===== config.mk =====
export PLATFORM = sky130hd
export DESIGN_NAME = spi_slave_rw
export DESIGN_NICKNAME = d
export VERILOG_FILES = /design/src/rtl/spi_pkg.sv /design/src/rtl/spi_sync_edge.sv /design/src/rtl/spi_slave_rw.sv
export SDC_FILE = /design/constraint.sdc
export NUM_CORES = 1
export LEC_CHECK = 0
export CELL_PAD_IN_SITES_DETAIL_PLACEMENT = 0
export CELL_PAD_IN_SITES_GLOBAL_PLACEMENT = 1
export CORE_MARGIN = 1.5
export CORE_UTILIZATION = 43
export CTS_CLUSTER_SIZE = 40
export DETAILED_ROUTE_END_ITERATION = 8
export PLACE_DENSITY_LB_ADDON = 0.1
export SLEW_MARGIN = 10
export SYNTH_ARGS = -nofsm -noshare
export SYNTH_HDL_FRONTEND = slang
export SYNTH_HIERARCHICAL = 1
export SYNTH_SLANG_ARGS = --single-unit

===== constraint.sdc =====
create_clock -name Clk -period 2.7 [get_ports Clk]
set_clock_uncertainty 0.05 [all_clocks]
set_input_delay 0.27 -clock Clk [delete_from_list [all_inputs] [get_ports Clk]]
set_output_delay 0.27 -clock Clk [all_outputs]
set_load 0.02 [all_outputs]

===== src/rtl/spi_pkg.sv =====
// spi_pkg: shared FSM state type and frame geometry for the SPI register slave.
package spi_pkg;
  typedef enum logic [2:0] {IDLE, HDR, FETCH, DATA, TAIL} spi_state_t;
  localparam int RW_POS = 0;
  function automatic int frame_len(input int aw, input int dw);
    return 1 + aw + dw;
  endfunction
endpackage


===== src/rtl/spi_sync_edge.sv =====
// spi_sync_edge: multi-flop synchroniser for one async input with rise/fall detect on the synced level.
module spi_sync_edge #(
  parameter int   STAGES  = 2,
  parameter logic RST_VAL = 1'b0
) (
  input  logic Clk,
  input  logic Reset_n,
  input  logic i_d,
  output logic o_q,
  output logic o_rise,
  output logic o_fall
);
  logic [STAGES-1:0] r_sync;
  logic              r_prev;
  always_ff @(posedge Clk or negedge Reset_n) begin
    if (!Reset_n) begin
      r_sync <= {STAGES{RST_VAL}};
      r_prev <= RST_VAL;
    end else begin
      r_sync <= {r_sync[STAGES-2:0], i_d};
      r_prev <= r_sync[STAGES-1];
    end
  end
  assign o_q    = r_sync[STAGES-1];
  assign o_rise = o_q & ~r_prev;
  assign o_fall = ~o_q & r_prev;
endmodule


===== src/rtl/spi_slave_rw.sv =====
// spi_slave_rw: SPI slave carrying RW/address/payload frames onto a register read/write port.
module spi_slave_rw
  import spi_pkg::*;
#(
  parameter int ADDR_W      = 8,
  parameter int DATA_W      = 32,
  parameter bit CPOL        = 1'b0,
  parameter int SYNC_STAGES = 2
) (
  input  logic              Clk,
  input  logic              Reset_n,
  input  logic              SPI_CLK,
  input  logic              SPI_CS,
  input  logic              SPI_MOSI,
  output logic              SPI_MISO,
  output logic [ADDR_W-1:0] RdAddr,
  output logic              RdStrobe,
  input  logic [DATA_W-1:0] RdData,
  output logic [ADDR_W-1:0] WrAddr,
  output logic [DATA_W-1:0] WrData,
  output logic              WrEn,
  output logic              Busy,
  output logic              FrameErr
);
  localparam int N       = frame_len(ADDR_W, DATA_W);
  localparam int HDR_LEN = RW_POS + 1 + ADDR_W;
  localparam int CW      = $clog2(N + 1);
  localparam int SH      = (ADDR_W + 1 > DATA_W) ? ADDR_W + 1 : DATA_W;

  logic             w_cs, w_sck_rise, w_sck_fall, w_mosi;
  logic [4:0]       w_unused;
  spi_state_t       r_state, w_state_nxt;
  logic [CW-1:0]    r_cnt;
  logic [SH-2:0]    r_rx;
  logic [SH-1:0]    w_shift;
  logic [DATA_W-1:0] r_tx, r_wr_data;
  logic [ADDR_W-1:0] r_addr, r_rd_addr, r_wr_addr;
  logic             r_rw, r_miso, r_rd_stb, r_wr_en, r_ferr;
  logic             w_last_hdr, w_last_bit, w_rd_stb, w_wr_en, w_ferr;

  spi_sync_edge #(.STAGES(SYNC_STAGES), .RST_VAL(1'b0)) u_sck (
    .Clk(Clk), .Reset_n(Reset_n), .i_d(SPI_CLK ^ CPOL),
    .o_q(w_unused[0]), .o_rise(w_sck_rise), .o_fall(w_sck_fall));
  spi_sync_edge #(.STAGES(SYNC_STAGES), .RST_VAL(1'b1)) u_cs (
    .Clk(Clk), .Reset_n(Reset_n), .i_d(SPI_CS),
    .o_q(w_cs), .o_rise(w_unused[1]), .o_fall(w_unused[2]));
  spi_sync_edge #(.STAGES(SYNC_STAGES), .RST_VAL(1'b0)) u_mosi (
    .Clk(Clk), .Reset_n(Reset_n), .i_d(SPI_MOSI),
    .o_q(w_mosi), .o_rise(w_unused[3]), .o_fall(w_unused[4]));

  // w_shift is the receive register as it will look once the current capture is taken
  assign w_shift    = {r_rx, w_mosi};
  assign w_last_hdr = w_sck_rise && r_cnt == CW'(HDR_LEN - 1);
  assign w_last_bit = w_sck_rise && r_cnt == CW'(N - 1);

  always_ff @(posedge Clk or negedge Reset_n) begin
    if (!Reset_n) r_state <= IDLE;
    else          r_state <= w_state_nxt;
  end

  always_comb begin
    w_state_nxt = r_state;
    case (r_state)
      IDLE:    w_state_nxt = w_cs ? IDLE : HDR;
      HDR:     w_state_nxt = w_cs ? IDLE : w_last_hdr ? (w_shift[ADDR_W] ? DATA : FETCH) : HDR;
      FETCH:   w_state_nxt = w_cs ? IDLE : r_rd_stb ? FETCH : DATA;
      DATA:    w_state_nxt = w_last_bit ? TAIL : w_cs ? IDLE : DATA;
      TAIL:    w_state_nxt = w_cs ? IDLE : TAIL;
      default: w_state_nxt = IDLE;
    endcase
  end

  // a capture coinciding with CS rising still completes the frame
  always_comb begin
    w_rd_stb = r_state == HDR && !w_cs && w_last_hdr && !w_shift[ADDR_W];
    w_wr_en  = r_state == DATA && w_last_bit && r_rw;
    w_ferr   = w_cs && (r_state == HDR || r_state == FETCH || (r_state == DATA && !w_last_bit));
  end

  always_ff @(posedge Clk or negedge Reset_n) begin
    if (!Reset_n) begin
      r_cnt     <= '0;
      r_rx      <= '0;
      r_tx      <= '0;
      r_addr    <= '0;
      r_rw      <= 1'b0;
      r_miso    <= 1'b0;
      r_rd_stb  <= 1'b0;
      r_wr_en   <= 1'b0;
      r_ferr    <= 1'b0;
      r_rd_addr <= '0;
      r_wr_addr <= '0;
      r_wr_data <= '0;
    end else begin
      r_rd_stb <= w_rd_stb;
      r_wr_en  <= w_wr_en;
      r_ferr   <= w_ferr;
      if (w_rd_stb) r_rd_addr <= w_shift[ADDR_W-1:0];
      if (w_wr_en) begin
        r_wr_addr <= r_addr;
        r_wr_data <= w_shift[DATA_W-1:0];
      end
      if (r_state == IDLE) begin
        r_cnt <= '0;
        r_rx  <= '0;
      end else if ((r_state == HDR || r_state == DATA) && w_sck_rise) begin
        r_rx  <= w_shift[SH-2:0];
        r_cnt <= (r_cnt == CW'(N)) ? r_cnt : r_cnt + 1'b1;
      end
      if (r_state == HDR && w_last_hdr) begin
        r_addr <= w_shift[ADDR_W-1:0];
        r_rw   <= w_shift[ADDR_W];
      end
      if (r_state == IDLE) r_tx <= '0;
      else if (r_state == FETCH && !r_rd_stb) r_tx <= RdData;
      else if (r_state == DATA && w_sck_fall && !r_rw) r_tx <= r_tx << 1;
      r_miso <= (r_state == DATA && !r_rw) ? (w_sck_fall ? r_tx[DATA_W-1] : r_miso) : 1'b0;
    end
  end

  assign SPI_MISO = r_miso;
  assign RdAddr   = r_rd_addr;
  assign RdStrobe = r_rd_stb;
  assign WrAddr   = r_wr_addr;
  assign WrData   = r_wr_data;
  assign WrEn     = r_wr_en;
  assign Busy     = ~w_cs;
  assign FrameErr = r_ferr;
endmodule


==> implementation parameters <==
Parameter                              Value

Critical path
  Crit-path max FO ... 9
  RR Endpoint ... RdAddr[6]
  Source of the worst register-to-register timing path ... u_sck/r_sync[1]
  Worst EP required ... 2950 ps
  Crit-path cells ... nor2b_1 > and3_1 > nand4_4 > or3_1 > mux2_4
  Worst reg-to-reg path cell count ... 5
  CP Class ... register to register
  Worst setup EP type ... register
  Critical-path top delay cell ... sky130_fd_sc_hd__or3_1
  Startpoint type of the worst setup path ... register
  CP peak stage delay ... 600 ps
  Worst-case register-to-register setup slack ... 440 ps
  Arrival time at the worst endpoint ... 2510 ps

Drt
  Count of nets left with antenna violations after detail routing ... 0
  Final Routed Wirelength ... 11510 microns
  Detailed-routing iteration count for the pre-antenna-repair pass ... 4
  Average vias per placed instance ... 4.976
  Total via count after detailed routing ... 3767
  Post-detailed-route DRC marker count ... 0
  Average routed wire per standard cell ... 15.20 microns
  Initial DRC Count ... 243

Logic synthesis
  Synth Cell Area ... 5773 sq um
  Cell count after synthesis ... 476
  Mean area per synthesized cell ... 12.13 sq um
  Synth Warn # ... 6
  Post-synthesis net count ... slightly above 500

Floorplan
  Placeable core region ... 13190 sq um
  Die span in y ... 118.9 microns
  Cell Rows ... 42
  Starting density of the core ... 0.4377
  Number of ports placed on the die boundary ... 90
  Die Outline Area ... 14130 sq um
  Die extent in x ... 118.9 microns

Power
  Power density over the cells ... 616.4 nW/um^2
  Peak ir drop on the vdd network ... 0.4077 mV
  Overall power ... 4.588 mW
  Static leakage ... 3.262 nW

Placed design
  Pre-CTS setup slack ... between 400 and 500 ps
  Global placement routability congestion ... 0.7335
  Detail Placement HPWL ... a little over 7000 microns
  I/O Buffers ... 89

Global routing
  Gr usage total ... 0.1807
  Met2 usage in global routing ... 0.2667
  First-pass GRT wire length ... ~20000 microns
  Initial antenna violation count ... 0
  Number of global-route vias before repair ... 3934
  Global route overflow ... 0
  Largest net degree at the start of global routing ... between 60 and 70
  Global routing met1 resource utilization ... 0.2463
  Gr busiest metal ... met2
  Met3 Usage GRT ... 0.06513

Worst hold path
  Worst hold start ... SPI_CS
  Worst Hold Endpoint ... u_cs/r_sync[0]
  Worst hold-check path type ... input port to register
  Cells on Worst Hold Path ... 1

Clock tree
  Clock root buffer ... sky130_fd_sc_hd__clkbuf_16
  PostCTS Resize Cnt ... 0
  CTS max path bufs ... 2
  CTS tree ... yes
  Num CTS Buffers ... 17
  H-tree levels ... 4
  Reg clk slew, reported paths ... 60 ps
  Clock Sinks ... 140
  Insertion delay to the later sink of the worst-skew pair ... 410 ps

Final layout
  Count of inserted antenna diode cells ... 0
  Most common cell after layout, fill and taps aside ... sky130_fd_sc_hd__dfrtp_1
  Final net count ... 608
  Synthesis-to-finish area growth ... 28.91%
  Fraction of layout cells with a size suffix above 1 ... 0.1859
  Commonest non-fill, non-tap cells in the layout ... 138 x sky130_fd_sc_hd__dfrtp_1, 100 x sky130_fd_sc_hd__nand2_1, 88 x sky130_fd_sc_hd__clkdlybuf4s50_1
  Number of filler instances in the final layout ... between 1k and 1.5k

Timing
  Final cycle utilization of the critical path ... 0.8383
  Max frequency ... 0.4418 GHz
  Slew Limit Headroom ... 0.2737
  RSZ-0062 raised after global routing ... false
  Setup-violating endpoint count in the final report ... 0
  Total Negative Setup Slacks ... 0 ps
  Worst path setup slack after routing ... 436.7 ps
  Final Hold Violating Endpoints ... 0
  Transition time at the pin with the least slew margin ... 1089 ps
  Final critical path time including I/O delays and setup ... 2263 ps
  Final count of pins violating max slew ... 0

Run
  Max cap viols ... 0

Status
  Run status ... finished clean
-- state kept, by name, indices dropped and copies added, names as in the netlist, 2 cells and up --
name	count
r_state	3
r_rx	31
WrAddr	8
r_cnt	6
WrData	32
r_tx	32
r_addr	8
RdAddr	8
u_mosi/r_sync	2
u_cs/r_sync	2
u_sck/r_sync	2
-- worst max-delay path: cells and delay by family (launching register included) --
kind | cells | cell delay [ps]
mux | 1 | 390
simple gates | 4 | 1350
flops | 1 | 350
-- worst max path at each step --
stage | startpoint | end | slack (ps) | cells after the start
4_1_cts | u_sck/r_sync[1] | RdAddr[7] | 410 | 5
2_1_floorplan | r_cnt[0] | RdAddr[0] | 660 | 7
6_report | u_sck/r_sync[1] | RdAddr[6] | 440 | 5
3_3_place_gp | u_sck/r_sync[1] | RdAddr[5] | 400 | 5
5_1_grt | r_state[1] | r_tx[9] | 210 | 4
3_5_place_dp | r_state[1] | r_tx[0] | 420 | 3
-- metal layers --
metal  vias to the layer above  part of all wire
li1                       1816                 -
met1                      1864              0.48
met2                        71              0.46
met3                        16             0.044
met4                         0             0.012
met5                         -                 0
-- per-stage QoR --
stage | cells | area (sq um) | hold slack (ps) | utilization
after floorplan | 476 | 5773 | -75.59 | -
after global placement | 724 | 6840 | 185.3 | 0.5186
after detailed placement | 724 | 6840 | 186.2 | 0.5186
after CTS | 757 | 7442 | 191.9 | 0.5642
after global routing | 757 | 7442 | 179.5 | 0.5642
final | 757 | 7442 | 213.4 | 0.5642
-- final cells by class --
| cell class | instances | area, sq um | area share |
|---|---|---|---|
| sequential | 140 | 3506 | 0.4711 |
| multi-input combinational | 303 | 2096 | 0.2816 |
| timing repair buffer | 101 | 1010 | 0.1357 |
| clock buffer | 26 | 509.2 | 0.06843 |
| tap | 176 | 220.2 | 0.02959 |
| clock inverter | 6 | 82.58 | 0.01110 |
| inverter | 5 | 18.77 | 0.002522 |
-- power by group --
part	total, mW	switching, mW	leakage, nW	internal [mW]
clock	2.30	0.824	0.290	1.48
sequential	2.12	0.00887	1.93	2.11
combinational	0.166	0.0987	1.04	0.0675
-- what timing repair did --
item                                   CTS  global route
endpoints found under the hold margin   45             0
buffers inserted                         0             0
hold buffers                             1             0
No activity file was read; power rests on OpenSTA's default activity.
==> edit 1, RTL diff (same settings) <==
Reset style: synchronous (`Reset_n`), changed in 3 clocked blocks. Comments in the files are not updated.
--- a/src/rtl/spi_sync_edge.sv
+++ b/src/rtl/spi_sync_edge.sv
@@ -12,7 +12,7 @@
 );
   logic [STAGES-1:0] r_sync;
   logic              r_prev;
-  always_ff @(posedge Clk or negedge Reset_n) begin
+  always_ff @(posedge Clk) begin
     if (!Reset_n) begin
       r_sync <= {STAGES{RST_VAL}};
       r_prev <= RST_VAL;
--- a/src/rtl/spi_slave_rw.sv
+++ b/src/rtl/spi_slave_rw.sv
@@ -53,7 +53,7 @@
   assign w_last_hdr = w_sck_rise && r_cnt == CW'(HDR_LEN - 1);
   assign w_last_bit = w_sck_rise && r_cnt == CW'(N - 1);
 
-  always_ff @(posedge Clk or negedge Reset_n) begin
+  always_ff @(posedge Clk) begin
     if (!Reset_n) r_state <= IDLE;
     else          r_state <= w_state_nxt;
   end
@@ -77,7 +77,7 @@
     w_ferr   = w_cs && (r_state == HDR || r_state == FETCH || (r_state == DATA && !w_last_bit));
   end
 
-  always_ff @(posedge Clk or negedge Reset_n) begin
+  always_ff @(posedge Clk) begin
     if (!Reset_n) begin
       r_cnt     <= '0;
       r_rx      <= '0;
Check against the original RTL: differs if Reset_n is asserted again (counterexample within 4 cycles, from zero or initial values and one cycle with Reset_n low); with Reset_n held inactive, the same outputs for 10 cycles.
==> edit 1 against the original RTL <==
Area after synthesis shrank 4.1%. Critical path type unchanged. Count of clock-buffer cells in the layout shrank 9. Cell area shrank 4.2%. Total power shrank 2.6%. Setup slack gained 0.054 ns. Sequential share of layout area shrank 7.8 points. Utilization grew 0.32 points. Critical endpoint is now r_tx[21]. Worst hold slack gained 0.10 ns. Sequential cell count is the same. Routed wire length grew 5.6%.
==> edit 1: results (changes against the original RTL) <==
OUTCOME='finished, final reports clean'  # unchanged
DIODES=0  # unchanged
VDD_IR_DROP_MAX_uV=324  # was 408 uV
CTS.REPAIR_TIMING.SETUP_BUFFER_COUNT=0  # unchanged
FIRST_GLOBAL_VIAS=4350  # was 3934
REMAINING_DRC_ERRORS=0  # unchanged
TIMING.CRITICAL_PATH.MAX_DELAY_FAMILY='simple AND/OR/NAND/NOR gates'  # unchanged
POST_DRT_WL_PER_CELL_UM=13.6  # was 15.2 um
CTS_HOLD_BUFFERS=0  # was 1
DRTANTENNAVIOLNETS=0  # unchanged
CRITPATHMAXSTAGEDELAY_NS=0.87  # was 0.60 ns
DRT-VIAS-PER-INSTANCE=5.09  # was 4.98
GRT_PASS1_WL_MM=20.2  # was 19.7 mm
DP.FINAL_HPWL_MM=7.78  # was 7.24 mm
GRT_START_MAX_NET_PINS=61  # unchanged
CRITPATHARRIVALTIME_NS=2.39  # was 2.51 ns
POWER.LEAKAGE_nW=2.29  # was 3.26 nW
CRIT_SLOWEST_CELL='sky130_fd_sc_hd__or2_1'  # was sky130_fd_sc_hd__or3_1
PATH_MAX_FANOUT=31  # was 9
PRE_CTS_WORST_SETUP_SLACK_NS=0.527  # was 0.422 ns
TIGHTEST_SLEW_NS=1.13  # was 1.09 ns
ANTENNA_FOUND_INITIAL=0  # unchanged
NETS=748  # was 608
FIRST_PASS_ITERATION_COUNT_OF_THE_DETAILED_ROUTER=4  # unchanged
GP_CONGESTION=0.739  # was 0.734
SETUP_VIOL_COUNT_FINAL=0  # unchanged
FILLER_CELL_COUNT=1181  # was 1143
PLACED_CELL_AREA_UM2=6540  # was 6840 um2
NUMBER_OF_H_TREE_LEVELS=4  # unchanged
CTS.CLK_SLEW.WORST_PATHS_NS=0.06  # about the same
GRT_UTIL_ALL_LAYERS=0.191  # was 0.181
DRIVE_ABOVE_1_SHARE=0.0749  # was 0.186
SYNTH_FP_NETS=677  # was 516
INITIALDRTVIOLATIONCOUNT=247  # was 243
-- edit 1: path summary, 6_finish.rpt --
kind | to | cells after the start | slack [ns] | from
min | r_cnt[1] | 4 | 0.31 | Reset_n
max | r_tx[21] | 3 | 0.49 | r_state[2]
max reg2reg | r_tx[21] | 3 | 0.49 | r_state[2]
min reg2reg | u_cs/r_sync[1] | 1 | 0.39 | u_cs/r_sync[0]
-- edit 1: layout make-up --
type | instances | share of cell area
clock buffer | 17 | 0.0596
inverter | 5 | 0.00263
timing repair buffer | 103 | 0.139
sequential | 140 | 0.393
clock inverter | 15 | 0.0233
tap | 172 | 0.0302
multi-input combinational | 441 | 0.352
-- edit 1: metal layers --
layer  track usage  up-vias  routed length, um
li1              -     2314                  -
met1         0.226     2117               5500
met2         0.329       99               5930
met3        0.0509       17                521
met4        0.0764        0                197
met5             0        -                  0
-- edit 1: power breakdown --
part	switching, mW	internal, mW
Combinational	0.0492	0.0558
Sequential	0.00364	2.07
Clock	0.920	1.37
Total	0.972	3.50
-- edit 1: worst register-to-register path: cells and delay by family (launching register included) --
family	cells	cell delay, ns
AO/OA/AOI/OAI	1	0.21
AND/OR/NAND/NOR	2	1.10
flip-flops	1	0.66
-- edit 1: metrics by stage --
step / utilization / total power, mW / cells / hold slack, ns
floorplan: - / 2.16 / 637 / 0.293
global placement: 0.520 / 2.23 / 861 / 0.356
detailed placement: 0.520 / 2.23 / 861 / 0.380
CTS: 0.567 / 4.53 / 893 / 0.293
global route: 0.567 / 4.64 / 893 / 0.341
finish: 0.567 / 4.47 / 893 / 0.314
==> edit 2, RTL diff (same flow settings) <==
Made on the original files. Change the parameter `RST_VAL` from 1'b1 to 1'b0.
--- a/src/rtl/spi_slave_rw.sv
+++ b/src/rtl/spi_slave_rw.sv
@@ -41,7 +41,7 @@
   spi_sync_edge #(.STAGES(SYNC_STAGES), .RST_VAL(1'b0)) u_sck (
     .Clk(Clk), .Reset_n(Reset_n), .i_d(SPI_CLK ^ CPOL),
     .o_q(w_unused[0]), .o_rise(w_sck_rise), .o_fall(w_sck_fall));
-  spi_sync_edge #(.STAGES(SYNC_STAGES), .RST_VAL(1'b1)) u_cs (
+  spi_sync_edge #(.STAGES(SYNC_STAGES), .RST_VAL(1'b0)) u_cs (
     .Clk(Clk), .Reset_n(Reset_n), .i_d(SPI_CS),
     .o_q(w_cs), .o_rise(w_unused[1]), .o_fall(w_unused[2]));
   spi_sync_edge #(.STAGES(SYNC_STAGES), .RST_VAL(1'b0)) u_mosi (
Function: changed (Yosys sat finds a counterexample within 4 cycles, from zero or initial values and one cycle with Reset_n low).
==> edit 2 against the original RTL <==
Cell area barely moved. Sequential cell count unchanged. Synthesized cell count unchanged. Utilization hardly changed. Routed wire length shrank 1.4%. Area after synthesis hardly changed. Total power grew 1.2%. Setup slack gained 0.0043 ns. Critical endpoint is now r_tx[0]. Largest power group unchanged.
==> edit 2: results (changes against the original RTL) <==
VDD_IR_DROP_MAX_uV=435  # was 408 uV
CRITPATHMAXSTAGEDELAY_NS=0.96  # was 0.60 ns
CTS_HOLD_BUFFERS=1  # unchanged
CRITPATHARRIVALTIME_NS=2.56  # was 2.51 ns
RR_WORST_DEPTH=3  # was 5
ANTENNA_FOUND_INITIAL=0  # unchanged
MET3_USAGE=0.0493  # was 0.0651
DP.FINAL_HPWL_MM=6.97  # was 7.24 mm
HOLD_PATH_END='u_sck/r_sync[0]'  # was u_cs/r_sync[0]
DRT-VIAS-PER-INSTANCE=5.00  # was 4.98
TIMING.CRITICAL_PATH.MAX_DELAY_FAMILY='compound AO/OA/AOI/OAI gates'  # was simple AND/OR/NAND/NOR gates
ROUTED_WL_MM=11.3  # was 11.5 mm
GROUTE.LAYER.MET1.USAGE=0.229  # was 0.246
GRT_PASS1_WL_MM=19.0  # was 19.7 mm
GRT_START_MAX_NET_PINS=70  # was 61
TIMING.HOLD.WORST.START='SPI_CLK'  # was SPI_CS
TOP_ROUTING_LAYER_IN_USE='met4'  # unchanged
PLACED_CELL_AREA_UM2=6840  # about the same
CRITPATHLAUNCHTYPE='register'  # unchanged
SEQPWRFRAC=0.456  # was 0.462
SYNTH_CELLS=476  # unchanged
WL_MET1_MM=5.34  # was 5.55 mm
DP.CELLS=722  # was 724
TIGHTEST_SLEW_NS=1.14  # was 1.09 ns
REGTOREGSTARTPOINT='r_state[1]'  # was u_sck/r_sync[1]
MET2_WIRELENGTH_MM=5.20  # was 5.31 mm
PATH_MAX_FANOUT=32  # was 9
HOLD_WS_NS=0.240  # was 0.213 ns
OUTCOME='finished, final reports clean'  # unchanged
GRT_USE_MET2=0.266  # was 0.267
DRIVE_ABOVE_1_SHARE=0.182  # was 0.186
GRT_UTIL_ALL_LAYERS=0.173  # was 0.181
POWER.LEAKAGE_nW=3.27  # was 3.26 nW
DETAILROUTE.WIRELENGTH.MET3_UM=591  # was 502 um
P_SW_uW=934  # was 932 uW
GP_CONGESTION=0.753  # was 0.734
HOLD_PATH_CLASS='in2reg'  # unchanged
R2R-END='r_tx[0]'  # was RdAddr[6]
FINAL_CELL_COUNT_NO_FILL=753  # was 757
FMAXACHIEVABLE_MHz=443  # was 442 MHz
INITIALDRTVIOLATIONCOUNT=189  # was 243
NUMBER_OF_H_TREE_LEVELS=4  # unchanged
CRIT_SLOWEST_CELL='sky130_fd_sc_hd__a221o_1'  # was sky130_fd_sc_hd__or3_1
NETS=606  # was 608
[edit 2: changes by cell type in the layout (fill, tap and decap cells not counted)]
cell                         change
sky130_fd_sc_hd__buf_4           -3
sky130_fd_sc_hd__clkbuf_1        -3
sky130_fd_sc_hd__clkinv_2        +2
sky130_fd_sc_hd__dfrtp_1         +2
sky130_fd_sc_hd__dfstp_2         -2
sky130_fd_sc_hd__buf_12          +1
sky130_fd_sc_hd__bufinv_16       +1
sky130_fd_sc_hd__clkbuf_8        -1
sky130_fd_sc_hd__clkinvlp_4      -1
[edit 2: final cells by class]
type | count | area [um2]
inverters | 5 | 18.8
multi-input cells | 303 | 2100
flip-flops and latches | 140 | 3500
repair buffers | 99 | 1010
clock buffers | 22 | 484
well taps | 176 | 220
clock inverters | 8 | 115
fillers | 1131 | 5750
